`src/rtl/axi4_r_drop_arbiter.sv`:
```
// AXI4 R-channel sequencer: merges the buffered downstream R stream with locally
// generated error bursts for dropped reads, burst-atomic, round-robin at burst edges.
`timescale 1ns/1ps
module axi4_r_drop_arbiter #(
  parameter int AXI_DATA_WIDTH = 32,
  parameter int AXI_ID_WIDTH   = 4,
  parameter int AXI_USER_WIDTH = 4
) (
  input  logic                      axi4_aclk,
  input  logic                      axi4_arst,
  input  logic                      drop_valid,
  output logic                      drop_ready,
  input  logic [AXI_ID_WIDTH-1:0]   drop_id,
  input  logic [7:0]                drop_len,
  input  logic [AXI_USER_WIDTH-1:0] drop_user,
  input  logic [1:0]                drop_resp,
  input  logic [AXI_ID_WIDTH-1:0]   m_axi4_rid,
  input  logic [AXI_DATA_WIDTH-1:0] m_axi4_rdata,
  input  logic [1:0]                m_axi4_rresp,
  input  logic                      m_axi4_rlast,
  input  logic [AXI_USER_WIDTH-1:0] m_axi4_ruser,
  input  logic                      m_axi4_rvalid,
  output logic                      m_axi4_rready,
  output logic [AXI_ID_WIDTH-1:0]   s_axi4_rid,
  output logic [AXI_DATA_WIDTH-1:0] s_axi4_rdata,
  output logic [1:0]                s_axi4_rresp,
  output logic                      s_axi4_rlast,
  output logic [AXI_USER_WIDTH-1:0] s_axi4_ruser,
  output logic                      s_axi4_rvalid,
  input  logic                      s_axi4_rready
);

  typedef enum logic [1:0] {IDLE, PASS, ERR} state_t;

  typedef struct packed {
    logic [AXI_ID_WIDTH-1:0]   id;
    logic [AXI_USER_WIDTH-1:0] user;
    logic [1:0]                resp;
  } err_ctx_t;

  state_t   state, state_n;
  logic     rr_last, rr_last_n;   // 0: PASS granted last, 1: ERR granted last
  logic [7:0] cnt, cnt_n;
  err_ctx_t ctx, ctx_n;

  always_ff @(posedge axi4_aclk) begin
    if (axi4_arst) begin
      state   <= IDLE;
      rr_last <= 1'b1;
      cnt     <= '0;
      ctx     <= '0;
    end else begin
      state   <= state_n;
      rr_last <= rr_last_n;
      cnt     <= cnt_n;
      ctx     <= ctx_n;
    end
  end

  always_comb begin
    state_n       = state;
    rr_last_n     = rr_last;
    cnt_n         = cnt;
    ctx_n         = ctx;
    drop_ready    = 1'b0;
    m_axi4_rready = 1'b0;
    s_axi4_rvalid = 1'b0;
    s_axi4_rid    = '0;
    s_axi4_rdata  = '0;
    s_axi4_rresp  = '0;
    s_axi4_rlast  = 1'b0;
    s_axi4_ruser  = '0;
    unique case (state)
      IDLE: begin
        // Under contention the source opposite the last grant wins.
        if (m_axi4_rvalid && (!drop_valid || rr_last)) begin
          state_n   = PASS;
          rr_last_n = 1'b0;
        end else if (drop_valid) begin
          drop_ready = 1'b1;
          ctx_n      = '{id: drop_id, user: drop_user, resp: drop_resp};
          cnt_n      = drop_len;
          state_n    = ERR;
          rr_last_n  = 1'b1;
        end
      end
      PASS: begin
        s_axi4_rid    = m_axi4_rid;
        s_axi4_rdata  = m_axi4_rdata;
        s_axi4_rresp  = m_axi4_rresp;
        s_axi4_rlast  = m_axi4_rlast;
        s_axi4_ruser  = m_axi4_ruser;
        s_axi4_rvalid = m_axi4_rvalid;
        m_axi4_rready = s_axi4_rready;
        if (m_axi4_rvalid && s_axi4_rready && m_axi4_rlast) state_n = IDLE;
      end
      ERR: begin
        s_axi4_rvalid = 1'b1;
        s_axi4_rid    = ctx.id;
        s_axi4_ruser  = ctx.user;
        s_axi4_rresp  = ctx.resp;
        s_axi4_rlast  = (cnt == 8'd0);
        // Exit on the beat where cnt is 0, so cnt never wraps.
        if (s_axi4_rready) begin
          if (cnt == 8'd0) state_n = IDLE;
          else             cnt_n   = cnt - 8'd1;
        end
      end
      default: state_n = IDLE;
    endcase
  end

endmodule

```
`config.mk`:
```
export PLATFORM = sky130hd
export DESIGN_NAME = axi4_r_drop_arbiter
export DESIGN_NICKNAME = d
export VERILOG_FILES = /design/src/rtl/axi4_r_drop_arbiter.sv
export SDC_FILE = /design/constraint.sdc
export NUM_CORES = 1
export LEC_CHECK = 0
export ABC_AREA = 0
export CORE_ASPECT_RATIO = 0.75
export CORE_UTILIZATION = 35
export CTS_CLUSTER_DIAMETER = 50
export DETAILED_ROUTE_END_ITERATION = 7
export PLACE_DENSITY = 0.81
export SETUP_SLACK_MARGIN = 0.05
export SLEW_MARGIN = 20
export SYNTH_ARGS = -nofsm -noshare
export SYNTH_HDL_FRONTEND = slang
export SYNTH_SLANG_ARGS = --single-unit
```
`constraint.sdc`:
```
create_clock -name axi4_aclk -period 1.9 [get_ports axi4_aclk]
set_clock_uncertainty 0.05 [all_clocks]
set_input_delay 0.285 -clock axi4_aclk [delete_from_list [all_inputs] [get_ports axi4_aclk]]
set_output_delay 0.285 -clock axi4_aclk [all_outputs]
set_load 0.02 [all_outputs]
```
# ---- After elaboration in Yosys (flattened, before gate mapping)
# Index checks and enable logic that the tools add are counted.
dict set report totals {
  inputBits 66
  output_inout_bits 46
  regBits 21
  elab_cells 53
}
dict set report op_classes {
  add_sub_neg 1
  reduce_logical 13
  n_mux 23
  bitwise 1
  eq_ne 9
}
# op n
set ops {}
lappend ops {{32-bit 2-to-1 mux} 1}
lappend ops {{8-bit 2-to-1 mux} 4}
lappend ops {{4-bit case mux with 2 select lines} 2}
lappend ops {{8-bit case mux with 2 select lines} 1}
lappend ops {{2-bit != test, second input constant} 6}
lappend ops {{2-bit 2-to-1 mux} 5}
lappend ops {{8-bit logical NOT} 1}
lappend ops {{8-bit by 1-bit subtractor with 8-bit output, second input constant} 1}
lappend ops {{1-bit 2-to-1 mux} 6}
lappend ops {{2-bit case mux with 3 select lines} 1}
lappend ops {{5-bit AND reduction} 1}
lappend ops {{1-bit case mux with 2 select lines} 2}
lappend ops {{2-bit case mux with 2 select lines} 1}
lappend ops {{4-bit AND reduction} 1}
lappend ops {{2-bit nonzero test} 2}
lappend ops {{1-bit logical AND} 3}
lappend ops {{3-bit != test, second input constant} 1}
lappend ops {{3-bit AND reduction} 1}
lappend ops {{2-bit by 1-bit == test with 1-bit output, second input constant} 1}
lappend ops {{2-bit == test, second input constant} 1}
lappend ops {{2-bit logical NOT} 1}
lappend ops {{2-bit AND reduction} 1}
lappend ops {{1-bit logical NOT} 1}
lappend ops {{1-bit logical OR} 1}
lappend ops {{1-bit NOT} 1}

# ---- Logic depth before layout (Yosys ltp)
# Gate-level depths: netlist of run 1.
dict set report depth {
  ltp_word 5
  ltp_mapped 8
  mapped_depth_nobuf 6
}

# ---- Least setup slack after synthesis of run 1
# No wires, ideal clock.
dict set report synth_path {
  kind {reg-to-output}
  start {reg state[1]}
  end {out s_axi4_rvalid}
  stages_incl_launch_ff 7
  arrival_ps 1448
  setup_slack_ps 117
  required_ps 1565
  cell_sequence {dfxtp_1 inv_1 ha_1 clkbuf_1 clkbuf_1 a21oi_1 nor2b_1}
}
dict set report synth_between {
  elab_chain_len 2
}
# item line_no
set synth_lines {}
lappend synth_lines {{start: declaration} 41} ;# state_t state, state_n;
lappend synth_lines {{start signal: assignment} 53} ;# state <= state_n;
lappend synth_lines {{2-bit == test or 2-bit by 1-bit == test with 1-bit output (tied branches)} 73} ;# unique case (state)
lappend synth_lines {{1-bit case mux with 2 select lines (*)} 73}
lappend synth_lines {{end: declaration} 29} ;# output logic s_axi4_rvalid,
# Mark *: on every way between the ends. The rest lies on a longest branch, timed or not.

# ---- Final worst setup path of run 1
dict set report layout_path {
  start {reg state[0]}
  end {out s_axi4_ruser[0]}
}
dict set report layout_between {
  elab_chain_len 2
}
# item line_no
set layout_lines {}
lappend layout_lines {{2-bit == test or 2-bit by 1-bit == test with 1-bit output (tied branches)} 73}
lappend layout_lines {{4-bit case mux with 2 select lines (*)} 73}
lappend layout_lines {{end: declaration} 28} ;# output logic [AXI_USER_WIDTH-1:0] s_axi4_ruser,
# Marked as above.

==> results.json, run 1 <==
{
  "status": "completed",
  "rsz0062_at_grt": "true",
  "postCtsHoldBufs": 0,
  "row_count": 20,
  "ant_nets": 0,
  "drt_pass1_iterations": 4,
  "synth_area_leader_cell": "dfxtp_1",
  "hold_class": "flip-flop to flip-flop",
  "insertion_delay_ns": 0.27,
  "synth.cell_area_mm2": 0.00159,
  "synth_area_leaders": "dfxtp_1, and2_1, nand2_1",
  "core_mm2": 0.00420,
  "critical_path_class": "flip-flop to output port",
  "synth_edf_count": 0,
  "synth_ff_type": "dfxtp_1",
  "drt-total-wl_mm": 6.50,
  "arrival_ns": 1.53,
  "period_share_pct": 98.1,
  "post_drt_wl_per_cell_um": 16.3,
  "die-area_mm2": 0.00483,
  "drt-vias-per-instance": 5.31,
  "grt_max_degree": 23,
  "setup_viol": 0,
  "grt-ovfl-total": 0,
  "avgSynthCellArea_um2": 7.55,
  "clock-sinks": 21,
  "place_congestion": 0.904,
  "ys_seq_area_share_pct": 26.4,
  "tightestPinTransition_ns": 0.359,
  "max_freq_mhz": 537,
  "hold_viol_final": 0,
  "peakVddDrop_uv": 891,
  "leakage_uw": 0.00134,
  "fin_util_pct": 73.3,
  "fin_ws_ns": 0.0363,
  "synthesis.nets": 282,
  "crit_end": "s_axi4_ruser[0]",
  "antenna_found_initial": 0,
  "ioPinCount": 112,
  "drv_cap": 0,
  "clkTransAtPathRegs_ns": 0.09,
  "powerDensity_mw_per_mm2": 1440,
  "fillCellCount": 323,
  "port_buffers": 111,
  "grt_use_total_pct": 25.6,
  "synth.distinct_cells": 44,
  "layout.nets": 415,
  "cts_tree": "yes",
  "r2r-start": "state[0]",
  "grt_pass1_vias": 2013,
  "antennaDiodeCount": 0,
  "max_slew_margin_pct": 76.0,
  "grt_pass1_wl_mm": 9.45,
  "synth-seq-cells": 21,
  "pre_cts_ws_ns": -0.265,
  "stdcell_count": 398,
  "cts.root.buffer_cell": "clkbuf_8",
  "setup-tns-final_ns": 0,
  "cts-htree-levels": 1,
  "synth.top_cell.area_share_pct": 26.4,
  "ff2ff_path_depth": 7,
  "worst_r2r_endpoint": "state[0]",
  "initial_core_util_pct": 37.9,
  "dp.cells": 388,
  "synthCells": 211,
  "areaGrowthSynthToFinish_pct": 93.3,
  "clk_path_buf_depth": 2,
  "worstSetupEndpointType": "output port",
  "rrSetupSlack_ns": 0.12,
  "post-route-min-period_ns": 1.86,
  "finalMaxSlewViolations": 0,
  "drive_gt1_share_pct": 35.9,
  "die-height_um": 60.4,
  "yosysMostFrequentCell": "and2_1",
  "vias": 2115,
  "holdWs_ns": 0.429,
  "numCtsBuffers": 3,
  "setup.worst_path.start": "state[0]",
  "dieWidth_um": 79.9,
  "crit_required_ns": 1.56,
  "drc": 0,
  "netlist_top_cells_count": "and2_1, nand2_1, a21oi_1, dfxtp_1",
  "dp_hpwl_mm": 4.39,
  "crit_fanout": 5,
  "cp-start-kind": "flip-flop",
  "async_flop_share_pct": 0,
  "drtIter0Drc": 94,
  "ys_warn_count": 0
}
-- routing by layer --
metal / routed length, µm / vias to the layer above / share of wire [%] / GRT usage, %
met5: 0 / - / 0 / 0
met4: 64 / 0 / 0.99 / 6.12
met3: 532 / 6 / 8.2 / 6.17
met2: 3290 / 108 / 51 / 45.9
met1: 2600 / 990 / 40 / 31.5
li1: - / 1011 / - / -
-- metrics by stage --
stage / power (µW) / area (µm²)
2_1_floorplan: 2310 / 1590
3_3_place_gp: 3470 / 2920
3_5_place_dp: 3500 / 2920
4_1_cts: 4050 / 3080
5_1_grt: 4700 / 3080
6_report: 4440 / 3080
-- kinds of logic after synthesis --
group / count (synthesis) / synth area share, %
mux: 1 / 0.628
simple gates: 100 / 36.0
compound gates: 60 / 27.2
flops: 21 / 26.4
fa+ha+maj: 5 / 3.92
buf+inv: 24 / 5.81
-- how the worst min path moves through the flow --
stage | start | to | slack, ns | cells after the start
floorplan | drop_resp[0] | ctx[0] | 0.37 | 2
global placement | ctx[4] | ctx[4] | 0.39 | 2
detailed placement | ctx[2] | ctx[2] | 0.40 | 2
CTS | ctx[2] | ctx[2] | 0.42 | 2
global route | ctx[5] | ctx[5] | 0.45 | 2
finish | ctx[6] | ctx[6] | 0.43 | 2
-- layout by cell type, fill, tap and decap left out, drive strengths merged, types with 2 or more instances in the layout --
master         instances
buf                   74
a221oi                 3
nor4b                  3
nor2                   4
nand3                  2
ha                     5
o21ai                  3
nand2b                 3
a21oi                 22
and2                  34
nand2                 32
a22oi                 11
inv                    9
clkbuf                 6
nor2b                 12
o32ai                  6
a32oi                  2
a211oi                 2
dfxtp                 21
nor3                   2
and3                   4
clkdlybuf4s50         65
-- layout make-up --
cell class                      instances  area, µm²  area share, %
Multi-Input combinational cell        166       1270           41.2
Timing Repair Buffer                  143       1230           40.0
Sequential cell                        21        427           13.8
Tap cell                               55       68.8           2.23
Clock buffer                            3       41.3           1.34
Inverter                                9       36.3           1.18
Clock inverter                          1       7.51          0.244
-- power by group --
group          switching (µW)  total, µW  internal (µW)
logic                    1710       3360           1650
clock network             170        318            149
registers                 174        764            590
-- what timing repair did --
item,in CTS,in global routing
buffers inserted,2,1
endpoints found under the hold margin,0,0
gates cloned,1,2
resized for setup,164,69
setup endpoints to repair,56,50
pin swaps,4,2
-- worst max-delay path: stages (launching register included) --
cell and delay, ns:
dfxtp_2 0.34, buf_4 0.14, ha_4 0.20, clkbuf_16 0.17
a22oi_1 0.17, nor2b_1 0.06, buf_2 0.17
-- flip-flops by register name (all words and copies together), names as in the netlist --
name	flops
ctx	10
rr_last	1
state	2
cnt	8
Note: power is estimated with default switching activity, not from simulation.
==> run 2, diff against run 1 <==
--- a/config.mk
+++ b/config.mk
@@ -7,12 +7,13 @@
 export LEC_CHECK = 0
 export ABC_AREA = 0
 export CORE_ASPECT_RATIO = 0.75
+export CORE_MARGIN = 2
 export CORE_UTILIZATION = 35
 export CTS_CLUSTER_DIAMETER = 50
 export DETAILED_ROUTE_END_ITERATION = 7
 export PLACE_DENSITY = 0.81
 export SETUP_SLACK_MARGIN = 0.05
-export SLEW_MARGIN = 20
+export SLEW_MARGIN = 10
 export SYNTH_ARGS = -nofsm -noshare
 export SYNTH_HDL_FRONTEND = slang
 export SYNTH_SLANG_ARGS = --single-unit
==> run 2 against run 1 <==
  * First-iteration DRC count grew to 3.2 times the previous value
  * Final cell count is 0.25% higher
  * Die area is 5.9% higher
  * Highest routed layer unchanged
  * Sequential share of layout area is 0.33 points higher
  * Register-to-register slack worse by 0.099 ns
  * Utilization is 4.9 points lower
  * Critical path depth is 3 higher
  * Clock power is 2% lower
  * Largest cell class unchanged
  * Global-route usage is 3.7 points lower
  * Sequential power is 2.9% lower
  * Non-clock buffer count is 1 lower
==> results.json, run 2 (synthesis results as in run 1) <==
{
  "die-height_um": 62.4,
  "layout.nets": 414,
  "drive_gt1_share_pct": 35.4,
  "cts-htree-levels": 1,
  "dieWidth_um": 81.9,
  "postCtsHoldBufs": 0,
  "drtIter0Drc": 304,
  "setup-tns-final_ns": 0,
  "peakVddDrop_uv": 806,
  "antennaDiodeCount": 0,
  "period_share_pct": 98.9,
  "mostFrequentLayoutCell": "clkdlybuf4s50_1",
  "worstSetupEndpointType": "flip-flop",
  "grt_max_degree": 24,
  "grt_use_total_pct": 21.9,
  "reg_top3": "ctx x10, cnt x8, state x2",
  "ioPinCount": 112,
  "core_mm2": 0.00441,
  "clkTransAtPathRegs_ns": 0.09,
  "setup_viol": 0,
  "arrival_ns": 1.98,
  "crit_fanout": 4,
  "ant_nets": 0,
  "vias": 2115,
  "max_slew_margin_pct": 72.6,
  "max_freq_mhz": 532,
  "crit_slowest_cell": "dfxtp_2",
  "hold_path.startpoint": "ctx[1]",
  "cp-start-kind": "flip-flop",
  "hold_viol_final": 0,
  "path_cells": "buf_6, ha_4, buf_6, buf_6, nand2b_4, a22oi_2, buf_4, and3_4, o32ai_2",
  "numCtsBuffers": 3,
  "grt-ovfl-total": 0,
  "path_common_cell": "buf_6",
  "post_drt_wl_per_cell_um": 15.5,
  "drt_pass1_iterations": 5,
  "setup.worst_path.start": "state[1]",
  "rsz0062_at_grt": "true",
  "drt-total-wl_mm": 6.19,
  "tightestPinTransition_ns": 0.407,
  "critical_path_class": "flip-flop to flip-flop",
  "port_buffers": 111,
  "drt-vias-per-instance": 5.30,
  "grt_pass1_vias": 1907,
  "clk_path_buf_depth": 2,
  "fin_util_pct": 68.4,
  "cts_tree": "yes",
  "crit_required_ns": 2.00,
  "fin_ws_ns": 0.0214,
  "status": "completed",
  "leakage_uw": 0.00131,
  "areaGrowthSynthToFinish_pct": 89.3,
  "row_count": 21,
  "top_register": "ctx",
  "finalMaxSlewViolations": 0,
  "r2r-start": "state[1]",
  "powerDensity_mw_per_mm2": 1440,
  "initial_core_util_pct": 36.1,
  "antenna_found_initial": 0,
  "slowest_delay_ns": 0.34,
  "insertion_delay_ns": 0.27,
  "clock-sinks": 21,
  "hold_class": "flip-flop to flip-flop",
  "dp_hpwl_mm": 4.28,
  "largest_reg_flops": 10,
  "cts.root.buffer_cell": "clkbuf_8",
  "drc": 0,
  "final_cell_mix": "clkdlybuf4s50_1, buf_4, and2_1",
  "place_congestion": 0.905,
  "path_buf_inv": 4,
  "post-route-min-period_ns": 1.88,
  "drv_cap": 0,
  "pre_cts_ws_ns": -0.156,
  "fillCellCount": 354,
  "grt_pass1_wl_mm": 8.95,
  "crit_family": "buffers and inverters",
  "die-area_mm2": 0.00512
}
## run 2: cell count changes in the layout (fill, tap and decap cells not counted), moves of 2 or more
cell       change
buf_2          -9
clkbuf_2       +5
a22oi_1        +4
a22oi_2        -4
buf_4          +3
and3_1         -2
and3_4         +2
buf_6          +2
clkbuf_16      -2
## run 2: final cells by class
cell class	instances	area (µm²)	area share, %
clock buffers	3	41.3	1.37
clock inverters	1	5.00	0.166
inverters	9	40.0	1.33
multi-input cells	166	1240	41.2
flip-flops and latches	21	428	14.2
well taps	57	71.3	2.36
repair buffers	142	1190	39.4
## run 2: worst min-delay path, delay by kind of cell, from the launching register on
family	cells	cell delay, ns
DFF	1	0.32
and+or+nand+nor	1	0.05
AOI/OAI and AO/OA	1	0.05
## run 2: through the flow
step	std cells	cell area (µm²)	total power [µW]	hold slack [ns]
5_1_grt	399	3020	4550	0.441
3_5_place_dp	393	2960	3520	0.400
6_report	399	3020	4330	0.410
4_1_cts	398	2920	3920	0.411
3_3_place_gp	393	2960	3480	0.396
2_1_floorplan	211	1590	2310	0.371
## run 2: power by group
| part | internal, µW | switching, µW | total [µW] | leakage (µW) |
|---|---|---|---|---|
| combinational | 1570 | 1700 | 3280 | 0.00111 |
| sequential | 590 | 151 | 742 | 0.000174 |
| clock | 147 | 166 | 312 | 0.0000255 |
| total | 2310 | 2020 | 4330 | 0.00131 |
## run 2: worst paths after layout
| kind | cells after the start | slack, ns | to |
|---|---|---|---|
| worst max-delay path | 9 | 0.02 | cnt[3] |
| worst min-delay path | 2 | 0.41 | ctx[1] |
| worst max register to register | 9 | 0.02 | cnt[3] |
| worst min register to register | 2 | 0.41 | ctx[1] |
## run 2: what timing repair did
action / in CTS / in global routing
buffers inserted: 1 / 1
pin swaps: 7 / 9
gates resized for setup: 188 / 39
endpoints found under the setup margin: 56 / 49
## run 2: layer usage
layer / share of wire [%] / wire [µm] / vias up / global-route usage, %
li1: - / - / 1010 / -
met1: 42 / 2570 / 961 / 29.8
met2: 49 / 3010 / 130 / 36.3
met3: 7.9 / 492 / 14 / 3.03
met4: 1.8 / 112 / 0 / 5.42
met5: 0 / 0 / - / 0
==> run 3, diff against run 2 <==
--- a/config.mk
+++ b/config.mk
@@ -5,7 +5,7 @@
 export SDC_FILE = /design/constraint.sdc
 export NUM_CORES = 1
 export LEC_CHECK = 0
-export ABC_AREA = 0
+export ABC_AREA = 1
 export CORE_ASPECT_RATIO = 0.75
 export CORE_MARGIN = 2
 export CORE_UTILIZATION = 35
==> run 3 against run 2 <==
  * Clock power shrank 4%
  * Routed wire length shrank 6.0%
  * Non-clock buffer count shrank 5
  * First-iteration DRC count shrank 61%
  * Final cell count grew 20%
  * Utilization shrank 0.85 points
  * Register-to-register slack gained 0.13 ns
  * Critical path depth shrank 4
  * Area after synthesis shrank 0.63%
  * Via count grew 4.0%
  * Flip-flop and latch count is the same
  * Critical path type is now flip-flop to output port
  * Critical endpoint is now s_axi4_rvalid
  * Largest power group unchanged
==> results.json, run 3 <==
{
  "drt-vias-per-instance": 4.60,
  "initial_core_util_pct": 35.9,
  "final_cell_mix": "nand2_1, clkdlybuf4s50_1, inv_1",
  "rsz0062_at_grt": "true",
  "drtIter0Drc": 118,
  "clock-sinks": 21,
  "hold_path_depth": 2,
  "r2r-start": "state[0]",
  "synth.top_cell.area_share_pct": 26.5,
  "tightestPinTransition_ns": 0.434,
  "synth_area_leader_cell": "dfxtp_1",
  "hold_path_end": "ctx[9]",
  "antenna_found_initial": 0,
  "antennaDiodeCount": 0,
  "leakage_uw": 0.00158,
  "ys_warn_count": 0,
  "clk_path_buf_depth": 2,
  "finalMaxSlewViolations": 0,
  "layout.nets": 493,
  "vias": 2199,
  "die-height_um": 62.3,
  "grt_use_total_pct": 21.0,
  "dp_hpwl_mm": 4.21,
  "yosysMostFrequentCell": "nand2_1",
  "numCtsBuffers": 3,
  "max_freq_mhz": 530,
  "areaGrowthSynthToFinish_pct": 88.2,
  "drt-total-wl_mm": 5.82,
  "status": "completed",
  "cp-start-kind": "flip-flop",
  "setup-tns-final_ns": 0,
  "port_buffers": 111,
  "synth-seq-cells": 21,
  "slowest_delay_ns": 0.39,
  "dieWidth_um": 81.7,
  "drive_gt1_share_pct": 25.9,
  "row_count": 21,
  "cts_tree": "yes",
  "path_buf_inv": 3,
  "ys_seq_area_share_pct": 26.5,
  "ioPinCount": 112,
  "synthesis.nets": 360,
  "core_mm2": 0.00441,
  "top_register": "ctx",
  "crit_slowest_cell": "dfxtp_4",
  "multiInputGateArea_um2": 990,
  "postCtsHoldBufs": 0,
  "period_share_pct": 99.3,
  "peakVddDrop_uv": 603,
  "grt-ovfl-total": 0,
  "synth_ff_type": "dfxtp_1",
  "mostFrequentLayoutCell": "nand2_1",
  "hold_path.startpoint": "ctx[9]",
  "critical_path_class": "flip-flop to output port",
  "insertion_delay_ns": 0.26,
  "ant_nets": 0,
  "cts-htree-levels": 1,
  "hold_class": "flip-flop to flip-flop",
  "stdcell_count": 478,
  "reg_top3": "ctx x10, cnt x8, state x2",
  "cts.root.buffer_cell": "clkbuf_8",
  "drc": 0,
  "hold_viol_final": 0,
  "path_cells": "inv_4, ha_4, clkinvlp_4, a21oi_2, buf_4",
  "regArea_um2": 428,
  "post_drt_wl_per_cell_um": 12.2,
  "dp.cells": 470,
  "drv_cap": 0,
  "worst_r2r_endpoint": "cnt[7]",
  "async_flop_share_pct": 0,
  "crit_fanout": 6,
  "crit_required_ns": 1.56,
  "synth.cell_area_mm2": 0.00158,
  "rrSetupSlack_ns": 0.15,
  "grt_pass1_vias": 1975,
  "synth.distinct_cells": 20,
  "synth_edf_count": 0,
  "fillCellCount": 386,
  "powerDensity_mw_per_mm2": 1200,
  "setup_viol": 0,
  "synthCells": 289,
  "netlist_top_cells_count": "nand2_1, inv_1, nor2_1, a21oi_1, dfxtp_1",
  "crit_family": "buffers and inverters",
  "drt_pass1_iterations": 6,
  "clkTransAtPathRegs_ns": 0.08,
  "max_slew_margin_pct": 71.0,
  "die-area_mm2": 0.00509,
  "largest_reg_flops": 10,
  "worstSetupEndpointType": "output port",
  "synth_area_leaders": "dfxtp_1, nand2_1, inv_1",
  "post-route-min-period_ns": 1.89,
  "power.total_uw": 3570,
  "arrival_ns": 1.55,
  "grt_max_degree": 22,
  "grt_pass1_wl_mm": 8.59,
  "holdWs_ns": 0.434,
  "place_congestion": 0.884,
  "ff2ff_path_depth": 12,
  "avgSynthCellArea_um2": 5.48
}
-- run 3: changes by cell type in the layout (fill, tap and decap cells not counted), sizes merged, moves of 12 or more --
cell and delta:
nor2b -12, nand2 +68, o21ai +16, nand3 +12, nor2 +36, inv +47
and2 -34, buf -25, clkbuf +16
-- run 3: worst max path at each step --
stage | from | to | slack (ns) | cells after the start
2_1_floorplan | state[0] | s_axi4_rid[1] | 0.15 | 6
3_3_place_gp | state[1] | m_axi4_rready | -0.13 | 6
3_5_place_dp | state[1] | s_axi4_rdata[11] | -0.19 | 6
4_1_cts | state[0] | s_axi4_rvalid | 0.02 | 5
5_1_grt | state[0] | s_axi4_rvalid | -0.03 | 5
6_report | state[0] | s_axi4_rvalid | 0.01 | 5
-- run 3: what timing repair did --
| item | 4_1_cts | 5_1_grt |
|---|---|---|
| setup buffers | 0 | 1 |
| hold endpoints to repair | 0 | 0 |
| pin swaps | 1 | 3 |
| gates cloned | 1 | 2 |
| setup endpoints to repair | 48 | 48 |
| gates resized for setup | 147 | 62 |
-- run 3: kinds of logic (layout without fill, tap and decap cells) --
kind of cell | after synthesis | count (layout) | share of synthesized area, %
AO/OA/AOI/OAI | 42 | 42 | 13.7
flip-flops | 21 | 21 | 26.5
adder cells (fa/ha/maj) | 5 | 5 | 3.95
buffers and inverters | 67 | 198 | 16.4
AND/OR/NAND/NOR | 154 | 155 | 39.5
-- run 3: through the flow --
| stage | util, % | worst slack (ns) | instance area, µm² |
|---|---|---|---|
| after floorplan | - | 0.148 | 1580 |
| after global placement | 65.7 | -0.131 | 2900 |
| after detailed placement | 65.7 | -0.194 | 2900 |
| after CTS | 67.3 | 0.0159 | 2970 |
| after global routing | 67.5 | -0.0271 | 2980 |
| final | 67.5 | 0.0132 | 2980 |
-- run 3: power by group --
part           switching (µW)  internal, µW  leakage, µW  total [µW]
logic                    1490          1080      0.00138        2570
clock network             148           149    0.0000228         298
registers                 106           598     0.000174         703
total                    1740          1830      0.00158        3570
-- run 3: layout make-up --
class	count	area share, %
clock buffer	4	1.51
multi-input combinational	202	33.2
timing repair buffer	137	40.8
inverter	56	7.43
tap	57	2.39
timing repair inverter	1	0.252
sequential	21	14.4
-- run 3: worst min-delay path, delay by kind of cell, from the launching register on --
family / cells / cell delay, ns
AND/OR/NAND/NOR: 2 / 0.13
flip-flops: 1 / 0.33
-- run 3: metal layers --
metal / vias up / share of wire, % / global-route usage, %
met4: 0 / 2.6 / 7.71
met3: 16 / 9.2 / 4.65
met5: - / 0 / 0
li1: 1136 / - / -
met1: 945 / 40 / 24.6
met2: 102 / 48 / 36.9
